[src/rtl/mcml_step_pkg.sv]
// Shared constants for the photon step-size stage: fixed-point formats, ln(2) scaling and the
// saturation value. The optional saturation counter is enabled by defining STEP_SAT_COUNT_EN.
package mcml_step_pkg;

  localparam int unsigned BIT_WIDTH     = 32;
  localparam int unsigned PROD_WIDTH    = 64;
  localparam int unsigned SAT_CNT_WIDTH = 16;

  // Q5.27 log input and Q16.16 attenuation / step
  localparam int unsigned Q5_27_INT   = 5;
  localparam int unsigned FRAC_LOG    = 27;
  localparam int unsigned Q16_16_INT  = 16;
  localparam int unsigned Q16_16_FRAC = 16;

  localparam logic [31:0] LOG2           = 32'd93032639;
  localparam logic [31:0] NEG_LOG_OFFSET = 32'd2977044448;
  localparam logic [31:0] SAT_VALUE      = 32'hFFFF_FFFF;

  // -ln(x/2^32) in Q5.27; inputs above 32*ln2 cannot come from a valid log, so clamp to zero
  function automatic logic [31:0] neg_log_f(input logic [31:0] log_x);
    if (log_x > NEG_LOG_OFFSET) begin
      return 32'd0;
    end else begin
      return NEG_LOG_OFFSET - log_x;
    end
  endfunction

endpackage

[src/rtl/step_mult.sv]
// Registered unsigned W x W -> 2W multiply with clock enable; a drop-in point for a DSP macro.
module step_mult #(
  parameter int unsigned W = 32
) (
  input  logic           clock,
  input  logic           en,
  input  logic [W-1:0]   a,
  input  logic [W-1:0]   b,
  output logic [2*W-1:0] p
);

  logic [2*W-1:0] p_q;
  logic [2*W-1:0] p_d;

  always_comb begin
    p_d = p_q;
    if (en) begin
      p_d = (2*W)'(a) * (2*W)'(b);
    end
  end

  always_ff @(posedge clock) begin
    p_q <= p_d;
  end

  assign p = p_q;

endmodule

[src/rtl/step_size_calc.sv]
// Photon step size s = -ln(x/2^32) / mu_t as a 3-stage valid/ready pipeline with a global stall.
// Defining STEP_SAT_COUNT_EN adds the sat_count port counting saturated output handshakes.
module step_size_calc
  import mcml_step_pkg::*;
(
  input  logic                     clock,
  input  logic                     reset,
  input  logic                     flush,
  input  logic                     in_valid,
  output logic                     in_ready,
  input  logic [BIT_WIDTH-1:0]     in_log_x,
  input  logic [BIT_WIDTH-1:0]     mu_t_inv,
  output logic                     out_valid,
  input  logic                     out_ready,
  output logic [BIT_WIDTH-1:0]     out_step
`ifdef STEP_SAT_COUNT_EN
  ,
  output logic [SAT_CNT_WIDTH-1:0] sat_count
`endif
);

  localparam int unsigned STEP_LSB = FRAC_LOG;
  localparam int unsigned STEP_MSB = FRAC_LOG + BIT_WIDTH - 1;

  logic                  advance_s;
  logic                  s1_valid_q, s1_valid_d;
  logic                  s2_valid_q, s2_valid_d;
  logic                  s3_valid_q, s3_valid_d;
  logic [BIT_WIDTH-1:0]  neg_log_q, neg_log_d;
  logic [BIT_WIDTH-1:0]  mu_q, mu_d;
  logic [PROD_WIDTH-1:0] prod_s;
  logic                  sat_s;
  logic [BIT_WIDTH-1:0]  out_step_q, out_step_d;
  logic                  unused_prod_s;

  assign advance_s = !s3_valid_q || out_ready;
  assign in_ready  = advance_s;
  assign out_valid = s3_valid_q;
  assign out_step  = out_step_q;

  // Flush drops everything in flight, including a token offered this cycle
  always_comb begin
    s1_valid_d = s1_valid_q;
    s2_valid_d = s2_valid_q;
    s3_valid_d = s3_valid_q;
    if (flush) begin
      s1_valid_d = 1'b0;
      s2_valid_d = 1'b0;
      s3_valid_d = 1'b0;
    end else if (advance_s) begin
      s1_valid_d = in_valid;
      s2_valid_d = s1_valid_q;
      s3_valid_d = s2_valid_q;
    end else begin
      s1_valid_d = s1_valid_q;
    end
  end

  always_ff @(posedge clock) begin
    if (!reset) begin
      s1_valid_q <= 1'b0;
      s2_valid_q <= 1'b0;
      s3_valid_q <= 1'b0;
    end else begin
      s1_valid_q <= s1_valid_d;
      s2_valid_q <= s2_valid_d;
      s3_valid_q <= s3_valid_d;
    end
  end

  always_comb begin
    neg_log_d = neg_log_q;
    mu_d      = mu_q;
    if (advance_s) begin
      neg_log_d = neg_log_f(in_log_x);
      mu_d      = mu_t_inv;
    end
  end

  always_ff @(posedge clock) begin
    neg_log_q <= neg_log_d;
    mu_q      <= mu_d;
  end

  step_mult #(.W(BIT_WIDTH)) u_step_mult (
    .clock (clock),
    .en    (advance_s),
    .a     (neg_log_q),
    .b     (mu_q),
    .p     (prod_s)
  );

  // Q5.27 * Q16.16 carries 43 fraction bits; dropping 27 leaves Q16.16, anything above overflows
  assign sat_s         = |prod_s[PROD_WIDTH-1:STEP_MSB+1];
  assign unused_prod_s = ^prod_s[STEP_LSB-1:0];

  always_comb begin
    out_step_d = out_step_q;
    if (advance_s) begin
      out_step_d = sat_s ? SAT_VALUE : prod_s[STEP_MSB:STEP_LSB];
    end
  end

  always_ff @(posedge clock) begin
    if (!reset) begin
      out_step_q <= '0;
    end else begin
      out_step_q <= out_step_d;
    end
  end

`ifdef STEP_SAT_COUNT_EN
  logic                     sat_flag_q, sat_flag_d;
  logic [SAT_CNT_WIDTH-1:0] sat_count_q, sat_count_d;

  // Counter survives flush and sticks at all-ones
  always_comb begin
    sat_flag_d  = sat_flag_q;
    sat_count_d = sat_count_q;
    if (advance_s) begin
      sat_flag_d = sat_s;
    end
    if (s3_valid_q && out_ready && sat_flag_q && (sat_count_q != {SAT_CNT_WIDTH{1'b1}})) begin
      sat_count_d = sat_count_q + SAT_CNT_WIDTH'(1);
    end
  end

  always_ff @(posedge clock) begin
    if (!reset) begin
      sat_flag_q  <= 1'b0;
      sat_count_q <= '0;
    end else begin
      sat_flag_q  <= sat_flag_d;
      sat_count_q <= sat_count_d;
    end
  end

  assign sat_count = sat_count_q;
`endif

endmodule

[config.mk]
export PLATFORM = sky130hd
export DESIGN_NAME = step_size_calc
export DESIGN_NICKNAME = d
export VERILOG_FILES = /design/src/rtl/mcml_step_pkg.sv /design/src/rtl/step_mult.sv /design/src/rtl/step_size_calc.sv
export SDC_FILE = /design/constraint.sdc
export NUM_CORES = 2
export LEC_CHECK = 0
export CAP_MARGIN = 5
export CORE_AREA = 2 2 295 224
export CTS_BUF_LIST = sky130_fd_sc_hd__clkbuf_16
export DETAILED_ROUTE_END_ITERATION = 7
export DIE_AREA = 0 0 297 226
export PLACE_DENSITY = 0.85
export SYNTH_ARGS = -nofsm -noshare
export SYNTH_HDL_FRONTEND = slang
export SYNTH_SLANG_ARGS = --single-unit
[constraint.sdc]
create_clock -name clock -period 7.4 [get_ports clock]
set_input_delay 1.85 -clock clock [delete_from_list [all_inputs] [get_ports clock]]
set_output_delay 1.85 -clock clock [all_outputs]
set_load 0.005 [all_outputs]
Word-level counts from Yosys, hierarchy flattened
Cells that the tools add are included.

Register bits: 163. Bits of input ports: 69. Output and inout port bits: 34.

Add/sub/neg operators: 1. Multiply operators: 1. Order comparisons: 1. Mux-type cells: 1. Bitwise operators: 1. Reductions and logical operators: 4.

Operator list (number): 32-bit by 32-bit multiplier with 64-bit output (1); 32-bit greater-than comparator, second input constant (1); 32-bit two-way mux (1); 32-bit subtractor, first input constant (1); 5-bit OR reduction (1); 2-bit OR reduction (1); 1-bit zero test (1); 1-bit logical OR (1); 1-bit inverter (1).

Longest topological paths before layout
Depth in word-level cells: 2. Gate-level depth with buffers: 27. Mapped depth without buffers: 25.

By module
From an unflattened synthesis, not the netlist that was laid out.

Cells, all modules: 4075. Area, all modules: 39515.4 um^2.

By module, submodules not included: step_mult (times used 1, cells an instance 3753, area an instance 35393.9 um^2, sequential area each 1921.8 um^2); step_size_calc (times used 1, cells an instance 322, area an instance 4121.5 um^2, sequential area each 2622.5 um^2).

Least setup slack after synthesis
OpenSTA, ideal clock, no wires.

Path type: input-to-output. Start: input out_ready. End: output in_ready. Arrival: 5.243 ns. Required time: 5.550 ns. Slack: 0.307 ns. Stages on the path: 3. Buffers on the path: 2. Cell sequence: nand2b_1 clkbuf_1 clkbuf_1.

Cells in the longest elaborated chain, start to end: 1.

Ends and longest elaborated chain: start: declaration (line step_size_calc.sv:14) `input logic out_ready,`; 1-bit logical OR (line step_size_calc.sv:36) `assign advance_s = !s3_valid_q || out_ready;`; end: declaration (line step_size_calc.sv:10) `output logic in_ready,`.

No other way between the ends.

Worst setup path in the final report
Start: register neg_log_q[18]. End: register u_step_mult.p_q[54] (netlist: u_step_mult.p[54]) (data pin).

Cells in the longest elaborated chain, start to end: 1.

Ends and longest elaborated chain: start: declaration (line step_size_calc.sv:29) `logic [BIT_WIDTH-1:0] neg_log_q, neg_log_d;`; start signal: assignment (line step_size_calc.sv:81) `neg_log_q <= neg_log_d;`; 32-bit by 32-bit multiplier with 64-bit output (line step_mult.sv:18) `p_d = (2*W)'(a) * (2*W)'(b);`; end signal: assignment (line step_mult.sv:23) `p_q <= p_d;`; end: declaration (line step_mult.sv:12) `logic [2*W-1:0] p_q;`.

No other way between the ends. A chain may end at the register's enable or synchronous reset.

==> flow_summary.json <==
{
  "outcome": "finished with violations",
  "violations": "setup timing",
  "cpMostUsedCell": "fa_1",
  "slowest_delay_ns": 0.56,
  "initial_core_util_pct": 58.4,
  "max_freq_mhz": 133,
  "place_ws_ns": -0.583,
  "cts-root-buf": "clkbuf_16",
  "clock_path_buffers": 2,
  "drtPass1Iterations": 6,
  "synth-edff-count": 101,
  "finalCritPeriodShare_pct": 101,
  "dp_hpwl_um": 83700,
  "clk_latency_ns": 0.48,
  "yosysWarnings": 0,
  "grt_max_degree": 80,
  "area_growth_pct": 14.4,
  "fin_util_pct": 66.8,
  "clock_sinks": 136,
  "path_buf_inv": 7,
  "yosysTopAreaCellShare_pct": 47.6,
  "hold_class": "reg -> reg",
  "postPlaceCellArea_um2": 41100,
  "synthTopCellsByArea": "fa_1, and2_1, inv_1",
  "final.setup.tns_ns": -0.701,
  "synth_seq_cells": 136,
  "yosys.area.top_type": "fa_1",
  "drc": 0,
  "wl_um": 103000,
  "synthCells": 3925,
  "fin_skew_ns": 0.0218,
  "nets": 5348,
  "track_usage_pct": 30.8,
  "hold_buffers": 0,
  "post-route-min-period_ns": 7.50,
  "viasPerCell": 5.65,
  "avgSynthCellArea_um2": 9.58,
  "dieArea_um2": 67100,
  "crit_family": "adder cells",
  "fill_cells": 4520,
  "htreeDepth": 4,
  "setup_viol": 11,
  "path_max_fanout": 16,
  "rsz0062_at_grt": "yes",
  "yosys.cell_types.count": 60,
  "vias": 28300,
  "wl_per_cell_um": 20.6,
  "drv_slew": 0,
  "async_flop_share_pct": 0,
  "ant_nets": 0,
  "final_area_um2": 43000,
  "syn_nets": 5150,
  "gp_congestion": 0.950,
  "post-route-worst-setup-slack_ns": -0.102,
  "syn_area_um2": 37600,
  "core_area_um2": 64500,
  "numPortBuffers": 102,
  "cp.arrival_ns": 7.72,
  "cts_tree": "yes",
  "synth-main-ff-cell": "edfxtp_1",
  "slew_headroom_pct": 17.6,
  "antenna_found_initial": 1,
  "die_y_um": 226,
  "cts_buffers": 17,
  "cap_violations": 0,
  "drive_gt1_share_pct": 12.6,
  "ys_seq_area_share_pct": 9.93,
  "rows": 81,
  "grt_pass1_vias": 29800,
  "chipWidth_um": 297,
  "cp-start-kind": "register",
  "critPathKind": "reg -> reg",
  "tightest_slew_ns": 1.23,
  "worst_path_max_delay_cell": "fa_1",
  "drt_iter0_markers": 3132,
  "critPathCaptureType": "register",
  "grt_pass1_wl_um": 160000,
  "diodes": 0,
  "worstPathRequired_ns": 7.62,
  "cts.clk_slew.worst_paths_ns": 0.08,
  "overflow": 0,
  "hold_violations": 0,
  "io_pins": 103
}
[registers in the layout, summed over array words and instances, names as in the netlist]
name / cells
s1_valid_q: 1
mu_q: 32
out_valid: 1
u_step_mult.p: 37
out_step: 32
neg_log_q: 32
s2_valid_q: 1
[logic make-up (layout without fill, tap and decap cells)]
group           Yosys count  in the layout  share of synthesized area (%)
xor+xnor                 61             61                           1.42
buf+inv                1095           1306                           11.0
fa+ha+maj              1156           1156                           56.3
simple gates           1240           1240                           16.9
mux                       3              3                         0.0832
compound gates          234            234                           4.42
flops                   136            136                           9.93
[final timing paths]
check                              startpoint           endpoint  slack, ns  cells after the start
worst max-delay path            neg_log_q[18]  u_step_mult.p[54]      -0.10                     26
worst min-delay path               s2_valid_q          out_valid       0.47                      2
worst max register to register  neg_log_q[18]  u_step_mult.p[54]      -0.10                     26
worst min register to register     s2_valid_q          out_valid       0.47                      2
[layout make-up]
type	instances	area (µm²)	share of cell area [%]
clock inverter	15	155	0.361
timing repair buffer	392	3770	8.77
multi-input combinational	2694	30500	71.0
sequential	136	3730	8.68
inverter	882	3310	7.69
tap	871	1090	2.53
clock buffer	17	425	0.989
[cells in the mapped netlist, types with 19 or more instances]
master and instances:
xnor2_1 35, ha_1 261, inv_1 882, dfxtp_1 35
xor2_1 26, a21oi_1 72, nand2_1 490, nand3_1 19
clkbuf_1 206, o21ai_0 37, edfxtp_1 101, o221a_2 32
and2_1 601, nor2_1 64, fa_1 895
[metal layers]
metal	wire, µm	GRT usage (%)
met1	41400	44.2
met2	44000	44.8
met3	15900	11.7
met4	2030	6.39
met5	0	0
[cells in the final DEF (no fill, tap or decap), drive strengths merged, types with 5 or more instances in the layout]
cell	Yosys	routed
o21ai	42	42
o221a	32	32
nand3	19	19
clkbuf	206	18
edfxtp	101	101
inv	882	893
xor2	26	26
fa	895	895
o21a	6	6
xnor2	35	35
o211ai	5	5
o21bai	17	17
nor3	13	13
buf	7	289
nand2b	5	5
dfxtp	35	35
a21o	18	18
and2	601	601
a211oi	6	6
nor2	64	64
a21oi	74	74
nand2	491	491
and3	13	13
nand4	17	17
ha	261	261
clkdlybuf4s50	0	102
[worst min-delay path: stages, from the launching register on]
cell	delay, ns
dfxtp_1	0.30
inv_1	0.06
a21oi_1	0.06
[stage by stage]
step                      hold WS, ns  cells
after detailed placement        0.456   4928
after global placement          0.444   4928
after global routing            0.513   5007
after floorplan                 0.432   3925
final                           0.467   5007
after CTS                       0.468   4974
[repair_timing]
| action | CTS | global route |
|---|---|---|
| gates cloned | 0 | 1 |
| hold endpoints to repair | 0 | 0 |
| gates resized for setup | 46 | 197 |
| setup endpoints to repair | 27 | 30 |
| setup buffers | 14 | 35 |
| pin swaps | 20 | 111 |
Power is left out: the tool's default activity adds up to more than one toggle a clock period on the data nets, which glitch-free logic cannot reach.
